--- src/rtl/ram_fifo_ctrl.sv ---
// FIFO controller in front of an external simple dual-port RAM with a
// one-cycle registered read. Words are written straight into the RAM. A
// three-state read engine (IDLE/FETCH/HOLD) prefetches the head word into an
// output register, so one word can be delivered every two cycles.
//
// Output handshake: dout is valid while dout_valid=1. dout and dout_valid stay
// stable until the consumer raises dout_ready. The word is taken on the rising
// edge where both are high.
module ram_fifo_ctrl #(
  parameter int SIZE  = 8,
  parameter int DEPTH = 8,
  localparam int AW   = $clog2(DEPTH)
) (
  input  logic            clk,
  input  logic            rst_n,
  input  logic            flush,
  input  logic            push,
  input  logic [SIZE-1:0] push_data,
  output logic            full,
  output logic            empty,
  output logic [AW:0]     count,
  output logic [SIZE-1:0] dout,
  output logic            dout_valid,
  input  logic            dout_ready,
  output logic [AW-1:0]   ram_waddr,
  output logic [SIZE-1:0] ram_write_data,
  output logic            ram_write_en,
  output logic [AW-1:0]   ram_raddr,
  input  logic [SIZE-1:0] ram_read_data
);

  typedef enum logic [1:0] {
    IDLE  = 2'd0,
    FETCH = 2'd1,
    HOLD  = 2'd2
  } state_t;

  state_t      state;
  state_t      state_next;
  logic [AW:0] wptr;
  logic [AW:0] rptr;
  logic        push_ok;
  logic        read_issue;

  // The extra pointer bit tells full (difference DEPTH) apart from empty (difference 0).
  assign count = wptr - rptr;
  assign full  = (count == (AW+1)'(DEPTH));
  // Gating with rst_n keeps the write enable low while reset is held.
  assign push_ok = push & ~full & ~flush & rst_n;

  // Read FSM state register.
  always_ff @(posedge clk or negedge rst_n) begin
    if (!rst_n) state <= IDLE;
    else        state <= state_next;
  end

  // Read FSM next state. A read is issued only when the RAM holds data.
  // Therefore the read address never meets a live write address.
  always_comb begin
    state_next = state;
    read_issue = 1'b0;
    if (flush) begin
      state_next = IDLE;
    end else begin
      case (state)
        IDLE: begin
          if (count != '0) begin
            read_issue = 1'b1;
            state_next = FETCH;
          end
        end
        FETCH: state_next = HOLD;
        HOLD: begin
          if (dout_ready) begin
            if (count != '0) begin
              read_issue = 1'b1;
              state_next = FETCH;
            end else begin
              state_next = IDLE;
            end
          end
        end
        default: state_next = IDLE;
      endcase
    end
  end

  // Read FSM outputs and RAM port drive.
  always_comb begin
    ram_raddr      = rptr[AW-1:0];
    ram_waddr      = wptr[AW-1:0];
    ram_write_data = push_data;
    ram_write_en   = push_ok;
    empty          = (count == '0) && (state == IDLE);
  end

  // Write and read pointers. Flush overrides any push or read issue in the same cycle.
  always_ff @(posedge clk or negedge rst_n) begin
    if (!rst_n) begin
      wptr <= '0;
      rptr <= '0;
    end else if (flush) begin
      wptr <= '0;
      rptr <= '0;
    end else begin
      if (push_ok)    wptr <= wptr + 1'b1;
      if (read_issue) rptr <= rptr + 1'b1;
    end
  end

  // Output stage. Flush leaves the stale dout word in place; only dout_valid is cleared.
  always_ff @(posedge clk or negedge rst_n) begin
    if (!rst_n) begin
      dout       <= '0;
      dout_valid <= 1'b0;
    end else if (flush) begin
      dout_valid <= 1'b0;
    end else begin
      case (state)
        FETCH: begin
          dout       <= ram_read_data;
          dout_valid <= 1'b1;
        end
        HOLD: if (dout_ready) dout_valid <= 1'b0;
        default: ;
      endcase
    end
  end

endmodule
--- config.mk ---
export PLATFORM = sky130hd
export DESIGN_NAME = ram_fifo_ctrl
export DESIGN_NICKNAME = d
export VERILOG_FILES = /design/src/rtl/ram_fifo_ctrl.sv
export SDC_FILE = /design/constraint.sdc
export NUM_CORES = 1
export LEC_CHECK = 0
export CAP_MARGIN = 20
export CORE_ASPECT_RATIO = 1.2
export CORE_MARGIN = 1.5
export CORE_UTILIZATION = 39
export DETAILED_ROUTE_END_ITERATION = 6
export PLACE_DENSITY = 0.72
export SLEW_MARGIN = 15
export SYNTH_ARGS = -nofsm -noshare
export SYNTH_HDL_FRONTEND = slang
export SYNTH_SLANG_ARGS = --single-unit
--- constraint.sdc ---
create_clock -name clk -period 2.79 [get_ports clk]
set_input_delay 0.837 -clock clk [delete_from_list [all_inputs] [get_ports clk]]
set_output_delay 0.837 -clock clk [all_outputs]
set_load 0.02 [all_outputs]
# After elaboration in Yosys (flattened, before gate mapping)
# Cells that the tools add are included.
# classes
n_mux,16
n_reduce_logical,10
eq_ne,5
n_bitwise,5
add_sub_neg,3
# ops
op,n
4-bit two-way mux,4
4-bit by 1-bit adder with 4-bit output (second input constant),2
1-bit two-way mux,6
2-bit two-way mux,3
3-bit != test (second input constant),2
2-bit one-hot mux with 3 select lines,1
2-bit AND reduction,3
4-bit equality test (second input constant),1
4-bit logical NOT,1
1-bit one-hot mux with 2 select lines,2
2-bit nonzero test,2
4-bit nonzero test,1
4-bit subtractor,1
1-bit bitwise AND,3
3-bit nonzero test,1
2-bit by 1-bit equality test with 1-bit output (second input constant),1
2-bit equality test (second input constant),1
2-bit logical NOT,1
1-bit inverter,2
1-bit logical AND,1
# word_totals
ff_bits,19
word_cells,44
input_bits,21
out_inout_bits,30

# Logic depth before layout (Yosys ltp)
# Gate-level depths: netlist (run 1).
# depth
ltp_word,8
ltp_mapped,8
ltp_nobuf,8

# Least setup slack after synthesis (run 1)
# OpenSTA, ideal clock, no wires.
# synth_timing
path_type,reg2out
from,register wptr[0]
to,output empty
stages_incl_launch_ff,8
required_ns,1.953
t_arrival_ns,2.528
slack_ns,-0.575
path_cell_list,dfrtp_1 > inv_1 > ha_1 > inv_1 > fa_1 > or2b_2 > or2_2 > nor4_1
# synth_via
elab_chain_cells,3
# synth_lines
element,line,source
"start, declared",40,logic [AW:0] wptr;
"start signal, assigned",106,if (push_ok) wptr <= wptr + 1'b1;
4-bit subtractor,46,assign count = wptr - rptr;
net count[1],21,"output logic [AW:0] count,"
4-bit logical NOT,94,empty = (count == '0) && (state == IDLE);
1-bit logical AND,94,
"end, declared",20,"output logic empty,"
# The timed path passes the listed nets, and every way through them passes these cells.

# Worst setup path after layout (run 1)
# layout_timing
from,register rptr[0]
to,output empty
# layout_via
elab_chain_cells,3
# layout_lines
element,line,source
"start, declared",41,logic [AW:0] rptr;
"start signal, assigned",107,if (read_issue) rptr <= rptr + 1'b1;
4-bit subtractor,46,
4-bit logical NOT,94,
1-bit logical AND,94,
# No other way between the ends.

==> results of run 1 <==
==> routing by layer <==
metal	vias up	GRT usage [%]
li1	514	-
met1	514	20.6
met2	55	33.9
met3	4	4.31
met4	0	5.18
met5	-	0
==> logic make-up (layout without fill, tap and decap cells) <==
logic type	count (synthesis)	count (layout)
multiplexers	14	14
flip-flops	19	19
XOR/XNOR	3	3
buffers and inverters	24	79
AND/OR/NAND/NOR	37	37
AO/OA/AOI/OAI	17	17
adder cells (fa/ha/maj)	6	6
==> stage by stage <==
step	setup slack (ns)	std cells	util [%]	hold WS [ns]	cell area, um2
final	-0.323	211	60.5	0.497	1880
after floorplan	-0.207	120	-	0.500	1310
after CTS	-0.330	207	58.5	0.503	1820
after global placement	-0.536	199	56.7	0.467	1760
after detailed placement	-0.556	199	56.7	0.476	1760
after global routing	-0.401	211	60.5	0.535	1880
==> registers in the layout (all words and copies together), names as in the netlist <==
| name | count |
|---|---|
| state | 2 |
| dout | 8 |
| wptr | 4 |
| dout_valid | 1 |
| rptr | 4 |
==> final timing paths <==
kind	startpoint	to	cells past startpoint
hold reg to reg	dout[5]	dout[5]	1
hold / removal	dout[5]	dout[5]	1
max in group asynchronous	rst_n	rptr[2]	2
setup reg to reg	wptr[0]	rptr[0]	11
min in group asynchronous	rst_n	dout[1]	2
setup / recovery	rptr[0]	empty	7
==> repair_timing <==
item	CTS	global route
gates resized for setup	22	14
setup buffers	4	5
pin swaps	5	5
setup endpoints to repair	6	6
hold endpoints to repair	0	0
==> power groups by stage <==
stage | Clock, mW | Combinational, mW | Sequential (mW)
after floorplan | 0 | 0.585 | 0.513
after global placement | 0 | 1.18 | 0.422
after detailed placement | 0 | 1.20 | 0.428
after CTS | 0.143 | 1.24 | 0.422
after global routing | 0.153 | 1.37 | 0.440
final | 0.137 | 1.30 | 0.425
==> cells in the mapped netlist (2+ instances only) <==
cell,number
a311oi_2,2
nand3_2,2
a21oi_1,3
xor2_2,2
inv_1,9
nand3_1,2
nor2b_1,5
nand2b_1,2
mux2_1,3
mux2_2,7
mux2i_1,3
ha_1,5
nand4_1,2
buf_4,14
a31oi_1,2
nand2_1,7
nand3b_1,2
dfrtp_1,19
o21ai_2,2
nor2_1,6
==> critical path: cells and delay by family, from the launching register on <==
kind / cells / cell delay, ns
flip-flops: 1 / 0.42
AND/OR/NAND/NOR: 3 / 0.73
adder cells (fa/ha/maj): 2 / 0.60
buffers and inverters: 2 / 0.23
==> area by class of cell <==
type,count,area [um2]
Clock buffer,4,26.3
Fill cell,276,1230
Inverter,9,33.8
Multi-Input combinational cell,77,717
Sequential cell,19,475
Tap cell,36,45.0
Timing Repair Buffer,66,584
==> impl_metrics.csv, run 1 <==
group,metric,value,unit
outcome,status,"finished, violations left",
outcome,violations,"setup timing",
routing,drt-total-wl,3230,um
routing,postRouteAntennaNets,0,
synthesis,synth_simple_gate_area_share,16.8,%
routing,first_pass_iters,4,
die,fp-row-count,22,
die,dieArea,3650,um2
final_layout,fin_nets,203,
timing,max_slew.worst_pin.slew,0.391,ns
synthesis,synth_flop_cell,"dfrtp_1",
clock_tree,cts_made_buffers,3,
clock_tree,cts_hold_buf,0,
synthesis,synth_edf_count,0,
setup_path,cp-start-kind,"flop",
placement,routabilityCongestion,0.869,
pwr,p_leak,0.814,nW
placement,dpl.hpwl,2480,um
routing,viasPerCell,5.15,
die,die_y,65.9,um
pwr,power_switching,0.746,mW
global_routing,grt_pass1_wl,5180,um
synthesis,synth_cells,120,
clock_tree,clockBufferDepth,2,
final_layout,final_cell_mix,"31 x buf_4, 28 x clkdlybuf4s50_1, 19 x dfrtp_1, 7 x mux2_2",
timing,fin_skew,0.00417,ns
global_routing,grt_overflow,0,
pwr,seqPwrFrac,22.8,%
die,initial_core_util,41.3,%
timing,setup_viol_count_final,3,
final_layout,syn_to_final_growth,46.4,%
die,ios,51,
synthesis,synth_fa_ha_area_share,6.43,%
pwr,swShare,40.0,%
setup_path,cp_cell_sequence,"ha_4 -> inv_2 -> fa_2 -> or2b_4 -> or2_4 -> nor4_4 -> buf_4",
final_layout,drive_gt1_share,42.9,%
clock_tree,cts_tree,"yes",
synthesis,synthMuxAreaShare,12.3,%
timing,period_needed,3.11,ns
setup_path,crit_type,"reg -> out",
global_routing,grt_use_total,18.2,%
setup_path,ff2ff_setup_slack,0.32,ns
setup_path,slowest_delay,0.43,ns
global_routing,grt_max_degree,20,
global_routing,antenna_found_initial,0,
hold_path,hold_path.class,"reg -> reg",
synthesis,yosys.area.top_type,"dfrtp_1",
clock_tree,htreeDepth,1,
setup_path,end_kind,"output pin",
placement,portBuffers,34,
run,max-cap-violations,0,
synthesis,synthArstFlopShare,100,%
routing,post-route-drc-count,0,
synthesis,ys_types,41,
global_routing,grt_pass1_vias,1119,
clock_tree,cts_sinks,19,
routing,dr_wl_met2,1670,um
die,dieWidth,55.4,um
timing,finalWorstSetupSlack,-0.323,ns
setup_path,worstPathRequired,1.95,ns
synthesis,synth_compound_area_share,12.6,%
timing,rsz0062_at_grt,"yes",
pwr,power_density,990,nW/um2
timing,tns,-0.804,ns
synthesis,avgSynthCellArea,10.7,um2
clock_tree,path_clk_slew,0.11,ns
setup_path,crit_fanout,2,
routing,wire_per_inst,15.3,um
synthesis,ys.warnings.count,0,
routing,dr_total_vias,1087,
clock_tree,clockRootBuffer,"clkbuf_4",
synthesis,ys_ff_latch,19,
synthesis,synth_seq_area_share,37.0,%
synthesis,synth-xor-area-share,3.21,%
final_layout,mostFrequentLayoutCell,"buf_4",
timing,max_slew_margin,73.9,%
routing,m1WireLength,1290,um
timing,finalCritPeriodShare,112,%
synthesis,yosysTopAreaCellShare,37.0,%
die,core-area,3110,um2
routing,dr_wl_met3,226,um
synthesis,syn_area,1280,um2
pwr,p_clk_share,7.4,%
pwr,p_total,1.86,mW
pwr,peakVddDrop,0.541,mV
clock_tree,insertion_delay,0.29,ns
routing,drt_iter0_markers,25,
synthesis,synth_top_family_by_area,"simple AND/OR/NAND/NOR gates",
setup_path,crit_arrival,2.28,ns
setup_path,cpMaxStageDelayCell,"fa_2",
pwr,p_comb_share,69.8,%
routing,maxUsedRoutingLayer,"met4",
pwr,p_int,1.12,mW
timing,slew_violations,0,
final_layout,diodes,0,
timing,hold_violations,0,
synthesis,syn_nets,147,
timing,max_freq,321,MHz
synthesis,synth_area_leaders,"dfrtp_1 37%, buf_4 8.2%, mux2_2 6.1%",
(Power assumes the default switching activity.)
==> run 2: changes to the inputs <==
Settings changed: CAP_MARGIN 20 to not set.
==> results of run 2 <==
Final layout, timing and power as in run 1 (identical DEF).
